<file path="src/rtl/vga_timing_pkg.sv">
// Shared types and 640x480@60 defaults for the VGA raster timing generator.
package vga_timing_pkg;

  typedef enum logic [1:0] {ACTIVE, FRONT, SYNC, BACK} vga_phase_t;

  localparam int CNT_W     = 10;
  localparam int MAX_TOTAL = 1 << CNT_W;

  localparam int H_ACTIVE_DEF = 640;
  localparam int H_FRONT_DEF  = 16;
  localparam int H_SYNC_DEF   = 96;
  localparam int H_BACK_DEF   = 48;
  localparam int V_ACTIVE_DEF = 480;
  localparam int V_FRONT_DEF  = 10;
  localparam int V_SYNC_DEF   = 2;
  localparam int V_BACK_DEF   = 33;

endpackage

</file>
<file path="src/rtl/vga_axis_timer.sv">
// One raster axis: position counter plus ACTIVE/FRONT/SYNC/BACK phase tracker.
module vga_axis_timer
  import vga_timing_pkg::*;
#(
  parameter int ACTIVE_LEN = H_ACTIVE_DEF,
  parameter int FRONT_LEN  = H_FRONT_DEF,
  parameter int SYNC_LEN   = H_SYNC_DEF,
  parameter int BACK_LEN   = H_BACK_DEF
) (
  input  logic             clock,
  input  logic             reset,
  input  logic             advance,
  output logic [CNT_W-1:0] count,
  output vga_phase_t       phase,
  output logic             wrap
);

  localparam int TOTAL = ACTIVE_LEN + FRONT_LEN + SYNC_LEN + BACK_LEN;
  localparam logic [CNT_W-1:0] LAST = CNT_W'(TOTAL - 1);

  if (ACTIVE_LEN < 1 || FRONT_LEN < 1 || SYNC_LEN < 1 || BACK_LEN < 1) begin : g_len_error
    $error("vga_axis_timer: every phase length must be at least 1");
  end

  logic [CNT_W-1:0] r_count;
  logic [CNT_W-1:0] r_phase_cnt;
  vga_phase_t       r_phase;
  vga_phase_t       w_phase_next;
  logic [CNT_W-1:0] w_phase_last;
  logic             w_phase_done;

  always_comb begin
    w_phase_last = CNT_W'(ACTIVE_LEN - 1);
    w_phase_next = r_phase;
    case (r_phase)
      ACTIVE: w_phase_last = CNT_W'(ACTIVE_LEN - 1);
      FRONT:  w_phase_last = CNT_W'(FRONT_LEN - 1);
      SYNC:   w_phase_last = CNT_W'(SYNC_LEN - 1);
      BACK:   w_phase_last = CNT_W'(BACK_LEN - 1);
      default: w_phase_last = CNT_W'(ACTIVE_LEN - 1);
    endcase
    w_phase_done = (r_phase_cnt == w_phase_last);
    if (advance && w_phase_done) begin
      case (r_phase)
        ACTIVE:  w_phase_next = FRONT;
        FRONT:   w_phase_next = SYNC;
        SYNC:    w_phase_next = BACK;
        BACK:    w_phase_next = ACTIVE;
        default: w_phase_next = ACTIVE;
      endcase
    end
  end

  assign wrap = advance && (r_count == LAST);

  always_ff @(posedge clock or negedge reset) begin
    if (!reset) begin
      r_count     <= '0;
      r_phase_cnt <= '0;
      r_phase     <= ACTIVE;
    end else if (advance) begin
      r_count     <= wrap ? '0 : r_count + 1'b1;
      r_phase_cnt <= w_phase_done ? '0 : r_phase_cnt + 1'b1;
      r_phase     <= w_phase_next;
    end
  end

  assign count = r_count;
  assign phase = r_phase;

endmodule

</file>
<file path="src/rtl/vga_timing_generator.sv">
// VGA raster timing: horizontal and vertical axis timers with a registered,
// mutually aligned output decode (syncs, enable, coordinates, pulses).
module vga_timing_generator
  import vga_timing_pkg::*;
#(
  parameter int H_ACTIVE = H_ACTIVE_DEF,
  parameter int H_FRONT  = H_FRONT_DEF,
  parameter int H_SYNC   = H_SYNC_DEF,
  parameter int H_BACK   = H_BACK_DEF,
  parameter int V_ACTIVE = V_ACTIVE_DEF,
  parameter int V_FRONT  = V_FRONT_DEF,
  parameter int V_SYNC   = V_SYNC_DEF,
  parameter int V_BACK   = V_BACK_DEF,
  parameter bit SYNC_ACTIVE_HIGH = 1'b0
) (
  input  logic             clock,
  input  logic             reset,
  output logic             hsync,
  output logic             vsync,
  output logic             display_enable,
  output logic [CNT_W-1:0] pixel_x,
  output logic [CNT_W-1:0] pixel_y,
  output logic             line_end,
  output logic             frame_start
);

  localparam int   H_TOTAL = H_ACTIVE + H_FRONT + H_SYNC + H_BACK;
  localparam int   V_TOTAL = V_ACTIVE + V_FRONT + V_SYNC + V_BACK;
  localparam logic SYNC_ON = SYNC_ACTIVE_HIGH;

  if (H_TOTAL > MAX_TOTAL || V_TOTAL > MAX_TOTAL) begin : g_total_error
    $error("vga_timing_generator: H_TOTAL=%0d V_TOTAL=%0d exceed %0d", H_TOTAL, V_TOTAL, MAX_TOTAL);
  end

  logic [CNT_W-1:0] w_h_count;
  logic [CNT_W-1:0] w_v_count;
  vga_phase_t       w_h_phase;
  vga_phase_t       w_v_phase;
  logic             w_h_wrap;
  logic             w_v_wrap;

  vga_axis_timer #(
    .ACTIVE_LEN(H_ACTIVE), .FRONT_LEN(H_FRONT), .SYNC_LEN(H_SYNC), .BACK_LEN(H_BACK)
  ) u_h_timer (
    .clock  (clock),
    .reset  (reset),
    .advance(1'b1),
    .count  (w_h_count),
    .phase  (w_h_phase),
    .wrap   (w_h_wrap)
  );

  vga_axis_timer #(
    .ACTIVE_LEN(V_ACTIVE), .FRONT_LEN(V_FRONT), .SYNC_LEN(V_SYNC), .BACK_LEN(V_BACK)
  ) u_v_timer (
    .clock  (clock),
    .reset  (reset),
    .advance(w_h_wrap),
    .count  (w_v_count),
    .phase  (w_v_phase),
    .wrap   (w_v_wrap)
  );

  logic             r_hsync;
  logic             r_vsync;
  logic             r_display_enable;
  logic [CNT_W-1:0] r_pixel_x;
  logic [CNT_W-1:0] r_pixel_y;
  logic             r_line_end;
  logic             r_frame_start;
  logic             r_at_origin;

  // r_at_origin marks that the counters currently sit at (0,0); it is set by
  // the frame wrap rather than by a wide compare on both counters.
  always_ff @(posedge clock or negedge reset) begin
    if (!reset) begin
      r_hsync          <= ~SYNC_ON;
      r_vsync          <= ~SYNC_ON;
      r_display_enable <= 1'b0;
      r_pixel_x        <= '0;
      r_pixel_y        <= '0;
      r_line_end       <= 1'b0;
      r_frame_start    <= 1'b0;
      r_at_origin      <= 1'b1;
    end else begin
      r_hsync          <= (w_h_phase == SYNC) ? SYNC_ON : ~SYNC_ON;
      r_vsync          <= (w_v_phase == SYNC) ? SYNC_ON : ~SYNC_ON;
      r_display_enable <= (w_h_phase == ACTIVE) && (w_v_phase == ACTIVE);
      r_pixel_x        <= w_h_count;
      r_pixel_y        <= w_v_count;
      r_line_end       <= w_h_wrap;
      r_frame_start    <= r_at_origin;
      r_at_origin      <= w_v_wrap;
    end
  end

  assign hsync          = r_hsync;
  assign vsync          = r_vsync;
  assign display_enable = r_display_enable;
  assign pixel_x        = r_pixel_x;
  assign pixel_y        = r_pixel_y;
  assign line_end       = r_line_end;
  assign frame_start    = r_frame_start;

endmodule
</file>
<file path="config.mk">
export PLATFORM = sky130hd
export DESIGN_NAME = vga_timing_generator
export DESIGN_NICKNAME = d
export VERILOG_FILES = /design/src/rtl/vga_timing_pkg.sv /design/src/rtl/vga_axis_timer.sv /design/src/rtl/vga_timing_generator.sv
export SDC_FILE = /design/constraint.sdc
export NUM_CORES = 1
export LEC_CHECK = 0
export BUFFER_PORTS_ARGS = -buffer_cell sky130_fd_sc_hd__buf_2
export CORE_MARGIN = 2
export CORE_UTILIZATION = 50
export DETAILED_ROUTE_END_ITERATION = 12
export GPL_TIMING_DRIVEN = 0
export HOLD_SLACK_MARGIN = 0.12
export PLACE_DENSITY = 0.69
export REMOVE_ABC_BUFFERS = 1
export SYNTH_ARGS = -nofsm -noshare
export SYNTH_HDL_FRONTEND = slang
export SYNTH_SLANG_ARGS = --single-unit
</file>
<file path="constraint.sdc">
create_clock -name clock -period 3.8 [get_ports clock]
set_clock_uncertainty 0.05 [all_clocks]
set_input_delay 0.19 -clock clock [delete_from_list [all_inputs] [get_ports clock]]
set_output_delay 0.19 -clock clock [all_outputs]
set_load 0.02 [all_outputs]
</file>
Word level (Yosys, flattened, before mapping):

Cells that the tools add are included.

* register bits: 70
* output and inout port bits: 25

* $add $sub $neg: 4
* eq/ne operators: 10
* multiplexer cells: 10
* reductions and logical operators: 6

Operators by type and width (count)
* case mux 10 bit (4 select lines): 2
* adder 10 x 1 -> 10 bit, second input constant: 4
* two-way mux 10 bit: 4
* == test 10 bit: 2
* == test 10 bit, second input constant: 2
* case mux 2 bit (4 select lines): 2
* == test 2 bit, second input constant: 4
* == test 2 x 1 -> 1 bit, second input constant: 2
* logical NOT 2 bit: 2
* logical AND 1 bit: 3
* two-way mux 1 bit: 2
* AND reduction 2 bit: 1

Depth between registers and ports, before layout:

Gate-level depths: netlist of run 1.

* depth after elaboration: 5
* mapped depth: 9
* mapped depth without buffers: 7

Hierarchy:

Synthesis of run 1 repeated with hierarchy kept, for this count alone.

* cells, all modules: 265
* area total of the unflattened synthesis: 3072.9 um^2

Modules (own cells, without submodules)
* vga_axis_timer (u_v_timer): instances 1, cells an instance 126, area each 1253.7 um^2
* vga_axis_timer (u_h_timer): instances 1, cells an instance 109, area each 1136.1 um^2
* vga_timing_generator: instances 1, cells an instance 30, area each 683.2 um^2

Worst setup path before layout of run 1:

OpenSTA, ideal clock, no wires.

* kind: flip-flop to flip-flop
* start: register u_h_timer.r_count[0] (netlist: u_h_timer.count[0])
* end: register u_v_timer.r_phase_cnt[8]
* arrival: 1891 ps
* required time: 3670 ps
* slack: 1779 ps
* cell stages (with the launch flop): 7
* clock period less this slack: 2021 ps
* path through: dfrtp_1 ha_1 nand4_1 or4_1 buf_6 or4_4 o211ai_2

* word-level cells in the longest chain between the ends: 1

RTL lines
* start: declaration: line vga_axis_timer.sv:25 `logic [CNT_W-1:0] r_count;`
* start signal: assignment: line vga_axis_timer.sv:62 `r_count <= wrap ? '0 : r_count + 1'b1;`
* == test 10 bit: line vga_axis_timer.sv:54 `assign wrap = advance && (r_count == LAST);`
* end signal: assignment: line vga_axis_timer.sv:63 `r_phase_cnt <= w_phase_done ? '0 : r_phase_cnt + 1'b1;`
* end: declaration: line vga_axis_timer.sv:26 `logic [CNT_W-1:0] r_phase_cnt;`

Every way passes these cells.
A chain may end at the register's enable or synchronous reset.

Worst setup path in the final report of run 1:

* start: register u_h_timer.r_count[0] (netlist: u_h_timer.count[0])
* end: register u_v_timer.r_phase[1] (netlist: u_v_timer.phase[1])

* word-level cells in the longest chain between the ends: 3

RTL lines
* == test 10 bit *: line vga_axis_timer.sv:54
* logical AND 1 bit: line vga_axis_timer.sv:43 `if (advance && w_phase_done) begin`
* AND reduction 2 bit (no line) *
* end signal: assignment: line vga_axis_timer.sv:64 `r_phase <= w_phase_next;`
* end: declaration: line vga_axis_timer.sv:27 `vga_phase_t r_phase;`

Mark *: on every way between the ends. The rest lies on a longest branch, timed or not.

==> results.yml, run 1 <==
clocking:
  clk_pin_slew_ps: 70
  cts_root_buf: "clkbuf_8"
  htree_levels: 3
  cts.sinks: 70
  cts_resized: 0
  cts.path.max_buffers: 2
  cts_tree: "built"
  cts_buffers: 9
  clkLatencyLatePin_ps: 340
synth:
  synth-compound-area-share_pct: 8.323
  synth-simple-area-share_pct: 16.86
  ys_warn_count: 0
  synth_edf_count: 0
  synth_xor_area_share_pct: 5.915
  synth_top_family_by_area: "simple AND/OR/NAND/NOR gates"
  ys_async_sr_fraction_pct: 100.0
  ys.flop_type: "dfrtp_1"
  synth.area.top_cells: "dfrtp_1 57%, ha_1 5.1%, o21ai_0 3.4%, xor2_1 3.3%, dfstp_2 2.7%"
  syn_area_sq_um: 2962
  ys_seq_area_share_pct: 59.27
  muxShareOfSynthArea_pct: 1.479
  synth-seq-cells: 70
  synth_fa_ha_area_share_pct: 5.070
  synth_largest_area_cell: "dfrtp_1"
  avgSynthCellArea_sq_um: 11.35
  synth_top_area_share_pct: 56.61
  syn_inst: 261
  ys_types: 42
floorplanning:
  die_h_um: 80.96
  pin_count: 27
  die_x_um: 80.96
  die-area_sq_um: 6555
  start_util_pct: 50.93
  row_count: 28
  core_area_sq_um: 5816
job:
  cap_violations: 0
grt:
  antenna_found_initial: 0
  grt_overflow_total: 0
  grt_pass1_vias: 1867
  grt_pass1_wl_um: 8335
  grt_start_max_net_pins: 71
  grt_usage_pct: 16.93
timing:
  slew_headroom_pct: 45.34
  setup_viol: 0
  setup_ws_ps: 1147
  max_freq_mhz: 377.0
  fin_crit_sh_pct: 69.81
  rsz0062_at_grt: "no"
  hold_violations: 0
  worst_pin_slew_ps: 819.9
  setup_tns_ps: 0
  finalMaxSlewViolations: 0
  post-route-min-period_ps: 2653
layout:
  final_layout_size_suffix_gt1_share_pct: 18.06
  layout_common_cells: "67 x dfrtp_1, 25 x buf_2, 21 x nor2_1, 21 x nand2_1, 20 x o21ai_0"
  final_common_cell: "dfrtp_1"
  syn2layout_area_growth_pct: 14.07
  diodes: 0
  nNetsFinal: 308
power:
  leakagePower_nw: 1.643
  total_power_mw: 1.424
  vdd_drop_max_mv: 0.2484
  pwr-share-seq_pct: 52.3
  switching_power_uw: 289.3
  combPwrFrac_pct: 1.0
  p_clk_share_pct: 46.7
  power_density_nw_per_um2: 421.6
  switching_share_pct: 20.32
  internal_power_mw: 1.135
place:
  port_buffers: 26
  hpwl_um: 3048
  routabilityCongestion: 0.7997
  place_ws_ps: 1109
setup_path:
  worstPathMaxFanout: 20
  worstPathArrival_ps: 2830
  worstSetupPathType: "register to register"
  cpMaxStageDelayCell: "or4_1"
  startpoint_type: "register"
  setup.worst_path.end_class: "register"
  critPathMaxStageDelay_ps: 830
  path_cells: "ha_1 > nand4_1 > or4_1 > inv_2 > nand2_1 > mux2_2"
  required_ps: 3980
drt:
  antenna_left: 0
  route.detailed.drc: 0
  vias_per_cell: 5.278
  routedWlPerCell_um: 12.77
  vias: 1974
  first_pass_iters: 4
  routed_wl_um: 4776
  first_iter_violations: 87
min_path:
  worstHoldPathType: "register to register"
status:
  status: "finished clean"
timing repair:
item | CTS | global route
hold buffers | 1 | 0
buffers inserted | 0 | 0
hold endpoints to repair | 67 | 0
power groups by stage:
| stage | Clock, mW | Combinational (mW) | Sequential (mW) |
|---|---|---|---|
| 2_1_floorplan | 0 | 0.000000477 | 0.759 |
| 3_3_place_gp | 0 | 0.0148 | 0.759 |
| 3_5_place_dp | 0 | 0.0154 | 0.759 |
| 4_1_cts | 0.680 | 0.0161 | 0.745 |
| 5_1_grt | 0.711 | 0.0178 | 0.744 |
| 6_report | 0.665 | 0.0145 | 0.745 |
synthesized netlist by cell type (all sizes together), types with 2 or more instances:
cell / n
a22o: 2
a21o: 3
xnor2: 9
nor3: 4
buf: 4
nor2: 21
and3: 5
o21ai: 20
or3: 3
a21oi: 7
nor4: 4
dfrtp: 67
and2: 4
dfstp: 3
mux2: 3
or4: 4
ha: 12
nand3b: 3
o211ai: 2
inv: 13
or2: 2
nand3: 14
nand4: 6
xor2: 11
nand2: 21
a31oi: 3
per-layer routing:
metal,track usage (%),up-vias,routed length [um]
met5,0,-,0
met4,10.51,0,134
met3,4.333,9,156
met2,25.37,30,2198
met1,22.07,962,2286
li1,-,973,-
metrics by stage:
step                      std cells  cell area, sq um  hold slack [ps]  utilization [%]
after floorplan                 256              2919           -155.6                -
after global placement          357              3143            329.5            54.04
after detailed placement        357              3146            308.1            54.09
after CTS                       374              3378            341.3            58.09
after global routing            374              3378            350.3            58.09
final                           374              3378            340.6            58.09
cells by family after synthesis:
kind of cell               after synthesis
xor gates and xnor gates                20
adders and majority gates               12
and+or+nand+nor                         96
DFF                                     70
buffers and inverters                   18
AOI/OAI and AO/OA                       41
muxes                                    4
cell type report:
cell class                      instances  area [sq um]
Fill cell                             516          2437
Sequential cell                        70          1755
Multi-Input combinational cell        173          1115
Timing Repair Buffer                   27         142.6
Clock buffer                           11         141.4
Tap cell                               75         93.84
Clock inverter                          5         81.33
Inverter                               13         48.80
state kept, by name, indices dropped and copies added, names as in the netlist, 2 cells and up:
name and flops:
pixel_x 10, u_v_timer.r_phase_cnt 10, u_v_timer.count 10, u_h_timer.phase 2
u_h_timer.count 10, pixel_y 10, u_v_timer.phase 2, u_h_timer.r_phase_cnt 10
worst max-delay path, delay by kind of cell (launching register included):
family                   cells  cell delay [ps]
AND/OR/NAND/NOR              3             1140
buffers and inverters        1              420
flip-flops                   1              390
multiplexers                 1              300
adder cells (fa/ha/maj)      1              250
worst paths after layout:
check,cells past startpoint,start,slack [ps],end
worst max-delay path,6,u_h_timer.count[0],1150,u_v_timer.phase[1]
worst min-delay path,0,r_at_origin,340,frame_start
worst max register to register,6,u_h_timer.count[0],1150,u_v_timer.phase[1]
worst min register to register,0,r_at_origin,340,frame_start
max in group asynchronous,2,reset,2730,pixel_x[8]
min in group asynchronous,2,reset,440,u_h_timer.r_phase_cnt[9]
Power figures use the tool's default switching activity.
==> inputs of run 2 (changes only) <==
--- a/config.mk
+++ b/config.mk
@@ -11,7 +11,7 @@
 export DETAILED_ROUTE_END_ITERATION = 12
 export GPL_TIMING_DRIVEN = 0
 export HOLD_SLACK_MARGIN = 0.12
-export PLACE_DENSITY = 0.69
+export PLACE_DENSITY = 0.72
 export REMOVE_ABC_BUFFERS = 1
 export SYNTH_ARGS = -nofsm -noshare
 export SYNTH_HDL_FRONTEND = slang
==> constraint.sdc (replaced) <==
create_clock -name clock -period 2.25 [get_ports clock]
set_clock_uncertainty 0.05 [all_clocks]
set_input_delay 0.1125 -clock clock [delete_from_list [all_inputs] [get_ports clock]]
set_output_delay 0.1125 -clock clock [all_outputs]
set_load 0.02 [all_outputs]
==> run 2 against run 1 <==
- final cell count grew 1.6%
- sequential cell count is the same
- power grew 70%
- sequential share of layout area shrank 1.4 points
- non-clock buffer count grew 6
- first-iteration DRC count grew 23%
- global-route usage grew 1.2 points
- clock power grew 71%
- critical path type unchanged
- largest power group unchanged
==> results.yml, run 2 (same netlist as run 1, synthesis figures left out) <==
clocking:
  cts_tree: "built"
  cts_root_buf: "clkbuf_8"
  cts.sinks: 70
  htree_levels: 3
  clk_pin_slew_ps: 70
  cts_buffers: 9
  cts.path.max_buffers: 2
  clkLatencyLatePin_ps: 350
setup_path:
  cp_top_family: "simple AND/OR/NAND/NOR gates"
  required_ps: 2430
  cpMaxStageDelayCell: "or4_4"
  path_cells: "ha_2 > nand4_1 > or4_4 > inv_6 > nand2_1 > mux2_2"
  worstPathArrival_ps: 2310
  worstSetupPathType: "register to register"
  rr_worst_depth: 6
  critPathMaxStageDelay_ps: 610
  critical_path_cell_count: 6
  worst-path-buf-inv: 1
  worstPathMaxFanout: 20
  setup.worst_path.end_class: "register"
  startpoint_type: "register"
drt:
  antenna_left: 0
  routedWlPerCell_um: 13.92
  vias: 2035
  route.detailed.drc: 0
  first_pass_iters: 4
  wl_met2_um: 2609
  dr.max_layer_used: "met4"
  vias_per_cell: 5.355
  wl_met3_um: 198
  wl_met1_um: 2381
  first_iter_violations: 107
  routed_wl_um: 5288
power:
  pwr-share-seq_pct: 51.9
  leakagePower_nw: 1.656
  switching_share_pct: 19.66
  internal_power_mw: 1.948
  p_clk_share_pct: 47.1
  vdd_drop_max_mv: 0.4414
  switching_power_uw: 476.7
  combPwrFrac_pct: 1.0
  power_density_nw_per_um2: 698.9
floorplanning:
  die-area_sq_um: 6555
  row_count: 28
  start_util_pct: 50.93
  die_h_um: 80.96
  pin_count: 27
  die_x_um: 80.96
  core_area_sq_um: 5816
layout:
  final_common_cell: "dfrtp_1"
  layout_common_cells: "67 x dfrtp_1, 26 x buf_2, 21 x nor2_1, 21 x nand2_1, 20 x o21ai_0"
  nNetsFinal: 314
  final_layout_size_suffix_gt1_share_pct: 21.97
  layoutNonFillerInstCount: 380
  syn2layout_area_growth_pct: 17.15
  diodes: 0
  fillCellCount: 518
  fin_util_pct: 59.66
min_path:
  worstHoldPathType: "register to register"
  holdPathStages: 0
grt:
  grt_pass1_wl_um: 8749
  grt_pass1_vias: 1898
  grt_start_max_net_pins: 71
  grt_overflow_total: 0
  antenna_found_initial: 0
  grt_usage_pct: 18.09
timing:
  fin_crit_sh_pct: 95.04
  post-route-min-period_ps: 2138
  finalMaxSlewViolations: 0
  worst_pin_slew_ps: 841.8
  setup_viol: 0
  setup_ws_ps: 111.6
  hold_slack_ps: 349.0
  hold_violations: 0
  slew_headroom_pct: 43.88
  max_freq_mhz: 467.6
job:
  cap_violations: 0
place:
  placed_cells: 357
  hpwl_um: 3265
  place_ws_ps: -415.5
  port_buffers: 26
  routabilityCongestion: 0.8034
status:
  status: "finished clean"
==> run 2: final timing paths <==
path	startpoint	endpoint	slack, ps
setup / recovery	u_h_timer.count[0]	u_v_timer.phase[1]	110
hold / removal	r_at_origin	frame_start	350
setup reg to reg	u_h_timer.count[0]	u_v_timer.phase[1]	110
hold reg to reg	r_at_origin	frame_start	350
max in group asynchronous	reset	u_v_timer.count[2]	1240
min in group asynchronous	reset	u_h_timer.r_phase_cnt[6]	380
==> run 2: layout make-up <==
| type | count | area (sq um) | share of cell area, % |
|---|---|---|---|
| repair buffers | 33 | 185.2 | 5.337 |
| multi-input cells | 173 | 1154 | 33.25 |
| clock inverters | 3 | 68.82 | 1.983 |
| flip-flops and latches | 70 | 1755 | 50.59 |
| inverters | 13 | 53.80 | 1.551 |
| well taps | 75 | 93.84 | 2.705 |
| clock buffers | 13 | 158.9 | 4.580 |
==> run 2: through the flow <==
| step | instance area (sq um) | power, mW | setup TNS (ps) |
|---|---|---|---|
| final | 3470 | 2.425 | 0 |
| after global routing | 3470 | 2.508 | -5.852 |
| after CTS | 3420 | 2.449 | 0 |
| after detailed placement | 3146 | 1.308 | -4764 |
| after global placement | 3143 | 1.307 | -3763 |
| after floorplan | 2919 | 1.282 | 0 |
==> run 2: repair_timing <==
| item | in CTS | in global routing |
|---|---|---|
| endpoints found under the hold margin | 67 | 0 |
| hold buffers | 1 | 0 |
| setup endpoints to repair | 24 | 19 |
| buffers inserted | 3 | 3 |
| pin swaps | 2 | 2 |
| resized for setup | 5 | 7 |
==> run 2: power groups by stage <==
stage	clock [mW]	sequential (mW)	combinational [mW]
finish	1.14	1.26	0.0249
global route	1.22	1.26	0.0303
CTS	1.16	1.26	0.0272
detailed placement	0	1.28	0.0260
global placement	0	1.28	0.0254
floorplan	0	1.28	0.000000477
==> run 2: routing by layer <==
layer | up-vias | track usage (%)
met5 | - | 0
met4 | 0 | 10.00
met3 | 7 | 5.222
met2 | 38 | 29.09
met1 | 1008 | 21.91
li1 | 982 | -
